<file path="src/rtl/async_fifo_pkg.sv">
// Shared async FIFO definitions: default geometry, pointer types and Gray/binary helpers.
// Used by both the write-side full controller and the read-side empty calculator.
package async_fifo_pkg;

  localparam int unsigned DEF_ADDRESS_WIDTH = 4;
  localparam int unsigned MAX_ADDRESS_WIDTH = 12;

  typedef logic [DEF_ADDRESS_WIDTH:0] ptr_t;
  // Widest legal pointer; helpers operate on zero-extended values of this width.
  typedef logic [MAX_ADDRESS_WIDTH:0] ptr_max_t;

  function automatic int unsigned fifo_depth(input int unsigned aw);
    return 32'd1 << aw;
  endfunction

  function automatic ptr_max_t bin2gray(input ptr_max_t b);
    return b ^ (b >> 1);
  endfunction

  function automatic ptr_max_t gray2bin(input ptr_max_t g);
    ptr_max_t b;
    b = '0;
    b[MAX_ADDRESS_WIDTH] = g[MAX_ADDRESS_WIDTH];
    for (int unsigned i = MAX_ADDRESS_WIDTH; i > 0; i--) begin
      b[i-1] = b[i] ^ g[i-1];
    end
    return b;
  endfunction

endpackage

</file>
<file path="src/rtl/wr_full_ctrl_gray2bin_conv.sv">
// Parameterized combinational Gray-to-binary converter.
module gray2bin_conv #(
  parameter int unsigned WIDTH = 5
) (
  input  logic [WIDTH-1:0] gray,
  output logic [WIDTH-1:0] bin
);

  // Each binary bit is the XOR of all Gray bits at or above it.
  always_comb begin
    bin = '0;
    for (int unsigned i = 0; i < WIDTH; i++) begin
      bin[i] = ^(gray >> i);
    end
  end

endmodule

</file>
<file path="src/rtl/wr_full_ctrl.sv">
// Async FIFO write-domain pointer, FULL/AFULL and fill-level controller.
// Optional sticky OVERFLOW detection is enabled with `define WR_OVF_DET_EN.
module wr_full_ctrl
  import async_fifo_pkg::*;
#(
  parameter int unsigned ADDRESS_WIDTH = DEF_ADDRESS_WIDTH,
  parameter int unsigned AFULL_SLOTS   = 2
) (
  input  logic                     CLK,
  input  logic                     RST,
  input  logic                     W_inc,
  input  logic [ADDRESS_WIDTH:0]   Wq2_Rptr,
  output logic [ADDRESS_WIDTH-1:0] W_addr,
  output logic [ADDRESS_WIDTH:0]   W_ptr,
  output logic                     FULL,
  output logic                     AFULL,
  output logic [ADDRESS_WIDTH:0]   W_level
`ifdef WR_OVF_DET_EN
  ,
  input  logic                     OVF_clr,
  output logic                     OVERFLOW
`endif
);

  localparam int unsigned PW    = ADDRESS_WIDTH + 1;
  localparam int unsigned DEPTH = fifo_depth(ADDRESS_WIDTH);
  localparam logic [PW-1:0] AFULL_THR = PW'(DEPTH - AFULL_SLOTS);

  logic [PW-1:0] wbin;
  logic [PW-1:0] wbin_n;
  logic [PW-1:0] wgray_n;
  logic [PW-1:0] rbin;
  logic [PW-1:0] level_n;
  logic [PW-1:0] full_cmp;
  logic          inc_ok;
  logic          full_n;
  logic          afull_n;

  gray2bin_conv #(
    .WIDTH (PW)
  ) u_rptr_g2b (
    .gray (Wq2_Rptr),
    .bin  (rbin)
  );

  // Flags are computed from the next-state pointer so they land on the same edge as the write.
  always_comb begin
    inc_ok   = W_inc & ~FULL;
    wbin_n   = wbin + {{(PW-1){1'b0}}, inc_ok};
    wgray_n  = PW'(bin2gray(ptr_max_t'(wbin_n)));
    full_cmp = {~Wq2_Rptr[ADDRESS_WIDTH:ADDRESS_WIDTH-1], Wq2_Rptr[ADDRESS_WIDTH-2:0]};
    full_n   = (wgray_n == full_cmp);
    level_n  = wbin_n - rbin;
    afull_n  = (level_n >= AFULL_THR);
  end

  always_ff @(posedge CLK or negedge RST) begin
    if (!RST) begin
      wbin    <= '0;
      W_ptr   <= '0;
      FULL    <= 1'b0;
      AFULL   <= 1'b0;
      W_level <= '0;
    end else begin
      wbin    <= wbin_n;
      W_ptr   <= wgray_n;
      FULL    <= full_n;
      AFULL   <= afull_n;
      W_level <= level_n;
    end
  end

  assign W_addr = wbin[ADDRESS_WIDTH-1:0];

`ifdef WR_OVF_DET_EN
  always_ff @(posedge CLK or negedge RST) begin
    if (!RST) begin
      OVERFLOW <= 1'b0;
    end else if (W_inc & FULL) begin
      OVERFLOW <= 1'b1;
    end else if (OVF_clr) begin
      OVERFLOW <= 1'b0;
    end
  end
`endif

endmodule

</file>
<file path="config.mk">
export PLATFORM = sky130hd
export DESIGN_NAME = wr_full_ctrl
export DESIGN_NICKNAME = d
export VERILOG_FILES = /design/src/rtl/async_fifo_pkg.sv /design/src/rtl/wr_full_ctrl_gray2bin_conv.sv /design/src/rtl/wr_full_ctrl.sv
export SDC_FILE = /design/constraint.sdc
export NUM_CORES = 1
export LEC_CHECK = 0
export ABC_AREA = 1
export BUFFER_PORTS_ARGS = -buffer_cell sky130_fd_sc_hd__buf_4
export CAP_MARGIN = 5
export CORE_MARGIN = 2
export CORE_UTILIZATION = 51
export DETAILED_ROUTE_END_ITERATION = 7
export GPL_TIMING_DRIVEN = 0
export MAX_ROUTING_LAYER = met4
export PLACE_DENSITY = 0.88
export RECOVER_POWER = 25
export SLEW_MARGIN = 0
export SYNTH_ARGS = -nofsm -noshare
export SYNTH_HDL_FRONTEND = slang
export SYNTH_SLANG_ARGS = --single-unit
export TNS_END_PERCENT = 20
</file>
<file path="constraint.sdc">
create_clock -name CLK -period 2.7 [get_ports CLK]
set_clock_uncertainty 0.15 [all_clocks]
set_input_delay 0.27 -clock CLK [delete_from_list [all_inputs] [get_ports CLK]]
set_output_delay 0.27 -clock CLK [all_outputs]
set_load 0.01 [all_outputs]
</file>
==> results.json <==
{
  "status": "complete, no violations",
  "start_kind": "register",
  "fin_setup_tns_ns": 0,
  "finish.utilization_pct": 69.0,
  "hpwl_mm": 1.51,
  "worstSkewPairLatency_ns": 0.28,
  "cpPeakStageDelay_ns": 0.39,
  "layout.nets": 167,
  "powerDensity_mw_per_mm2": 1300,
  "min-delay-start": "Wq2_Rptr[3]",
  "netlist_top_cells_area": "dfrtp_1 (42%), nand2_1 (15%), nand3_1 (9.4%), inv_1 (9.0%), ha_1 (6.5%)",
  "r2r_end": "AFULL",
  "synthesis.area_sq_um": 956,
  "cp_top_family": "adder cells",
  "ff2ff_path_depth": 14,
  "overflow": 0,
  "ff2ff_setup_slack_ns": 0.24,
  "ant_nets": 0,
  "finalSetupViolCount": 0,
  "synth_area_per_cell_sq_um": 7.71,
  "die_w_um": 47.3,
  "grt_pass1_vias": 718,
  "multi_input_area_sq_um": 468,
  "power_frac_seq_pct": 27.7,
  "power_leakage_uw": 0.000690,
  "arrival_ns": 2.50,
  "synth_nets": 138,
  "path_buf_inv": 2,
  "fin_area_sq_mm": 0.00120,
  "async_flop_share_pct": 100,
  "cts_root_buf": "clkbuf_4",
  "synth.top_cell.area_share_pct": 41.9,
  "yosysWarnings": 0,
  "critPathMostFrequentCell": "nand2_1",
  "post_cts_buffers": 0,
  "rows": 15,
  "grt_use_total_pct": 20.3,
  "placedInstanceArea_sq_mm": 0.00116,
  "gp_congestion": 0.819,
  "yosys_most_used_dff": "dfrtp_1",
  "drive_gt1_share_pct": 23.0,
  "power_frac_clock_pct": 10.1,
  "yosys.area.top_type": "dfrtp_1",
  "hold_end": "FULL",
  "fin_crit_ns": 2.46,
  "fin_cells": 177,
  "synthTopCellsByCount": "nand2_1 (37), inv_1 (23), nand3_1 (18)",
  "port_buffers": 23,
  "clk_pin_slew_ns": 0.10,
  "die_height_um": 47.3,
  "wl_per_cell_um": 10.7,
  "crit_chain": "nor2_1 > ha_1 > ha_2 > nand2_1 > nand2_2 > inv_1 > ha_1 > inv_1 > o21ai_0 > nand2_1 > nand2_1 > nand2_1 > nand2_1 > nand2_1",
  "syn_inst": 124,
  "ys_types": 16,
  "internal-power_uw": 859,
  "cp-end-kind": "register",
  "slew-limit-headroom_pct": 42.3,
  "dp_cells": 172,
  "rsz0062_at_grt": "no",
  "hold_viol_final": 0,
  "cts_tree": "built",
  "critPathRequiredTime_ns": 2.73,
  "slew_violations": 0,
  "antenna_cells": 0,
  "critPathKind": "register to register",
  "coreArea_sq_mm": 0.00175,
  "grt_pass1_wl_mm": 3.01,
  "drt_iter0_drc": 24,
  "ys_seq_area_share_pct": 41.9,
  "n_fill_cell": 151,
  "maxCapViolCount": 0,
  "numCtsBuffers": 3,
  "tightest_slew_ns": 0.865,
  "viasPerCell": 4.87,
  "antenna_found_initial": 0,
  "power_switching_uw": 712,
  "peakVddDrop_mv": 0.754,
  "drt-pass1-iter-count": 4,
  "synth-edff-count": 0,
  "yosysMostFrequentCell": "nand2_1",
  "areaGrowthSynthToFinish_pct": 26.0,
  "clk_path_buf_depth": 2,
  "grt_max_degree": 17,
  "yosys_register_bits": 16,
  "switching_share_pct": 45.3,
  "comb_power_share_pct": 62.1,
  "initial_core_util_pct": 54.8,
  "drc": 0,
  "worstHoldPathType": "input pin to register",
  "h-tree-depth": 1,
  "max_freq_ghz": 0.406,
  "regToRegStartpoint": "FULL",
  "dieArea_sq_mm": 0.00224,
  "wirelength_mm": 1.89,
  "crit_fanout": 5,
  "period_share_pct": 91.2,
  "hold_path_depth": 4,
  "pin_count": 24,
  "cp_slowest_cell": "dfrtp_1",
  "cts.sinks": 16,
  "vias": 862,
  "seqCellArea_sq_um": 400
}
## worst register-to-register path, stage by stage (launching register included)
cell,delay [ns]
dfrtp_1,0.39
nor2_1,0.14
ha_1,0.23
ha_2,0.23
nand2_1,0.12
nand2_2,0.14
inv_1,0.10
ha_1,0.35
inv_1,0.05
o21ai_0,0.13
nand2_1,0.09
nand2_1,0.06
nand2_1,0.05
nand2_1,0.07
nand2_1,0.05
## layout make-up
cell class | count | area share (%)
Sequential cell | 16 | 33.2
Multi-Input combinational cell | 84 | 38.8
Timing Repair Buffer | 24 | 14.8
Inverter | 24 | 7.48
Tap cell | 25 | 2.60
Clock buffer | 4 | 3.01
## power by group through the flow
| stage | registers [uW] | logic (uW) | clock network (uW) |
|---|---|---|---|
| 2_1_floorplan | 492 | 588 | 0 |
| 3_3_place_gp | 433 | 928 | 0 |
| 3_5_place_dp | 439 | 968 | 0 |
| 4_1_cts | 434 | 977 | 161 |
| 5_1_grt | 450 | 1100 | 174 |
| 6_report | 436 | 976 | 159 |
## state kept, by name (all words and copies together), names as in the netlist
name and count:
AFULL 1, FULL 1, W_level 5, W_ptr 5, wbin 4
## worst max path at each step
| stage | slack [ns] | cells past startpoint | startpoint | endpoint |
|---|---|---|---|---|
| 2_1_floorplan | 0.46 | 11 | FULL | AFULL |
| 3_3_place_gp | 0.30 | 13 | W_inc | AFULL |
| 3_5_place_dp | 0.22 | 13 | W_inc | AFULL |
| 4_1_cts | 0.24 | 14 | FULL | AFULL |
| 5_1_grt | 0.004 | 14 | FULL | AFULL |
| 6_report | 0.24 | 14 | FULL | AFULL |
## through the flow
stage / total power (uW) / hold WS [ns] / setup WS (ns)
after floorplan: 1080 / -0.176 / 0.456
after global placement: 1360 / -0.0131 / 0.300
after detailed placement: 1410 / -0.00979 / 0.220
after CTS: 1570 / 0.104 / 0.241
after global routing: 1730 / 0.127 / 0.00405
final: 1570 / 0.109 / 0.238
## layout by cell type (no fill, tap or decap), types with 2 or more instances in the layout
master / n
nand3b_1: 2
dfrtp_1: 16
clkbuf_4: 3
nand2_2: 6
buf_4: 22
o21ai_0: 2
nand3_1: 18
nand4_1: 3
nand2_1: 37
xor2_1: 3
inv_1: 23
nor2_1: 4
ha_1: 4
## cell families (layout without fill, tap and decap cells)
family | after synthesis | count (layout) | synth area share, %
buf+inv | 24 | 52 | 9.42
flops | 16 | 16 | 41.9
compound gates | 2 | 2 | 1.05
fa+ha+maj | 6 | 6 | 8.64
simple gates | 71 | 71 | 33.6
xor+xnor | 5 | 5 | 5.37
## metal layers
layer / track usage [%] / vias up / wire [um] / share of wire [%]
met1: 25.7 / 388 / 835 / 44
li1: - / 443 / - / -
met2: 31.4 / 26 / 927 / 49
met5: - / - / 0 / 0
met3: 3.46 / 5 / 88 / 4.7
met4: 8.89 / 0 / 34 / 1.8
## repair_timing
item / CTS / global route
endpoints found under the hold margin: 16 / 0
hold buffers: 1 / 0
resized for setup: 0 / 1
endpoints found under the setup margin: 0 / 2
No activity file was read; power rests on OpenSTA's default activity.
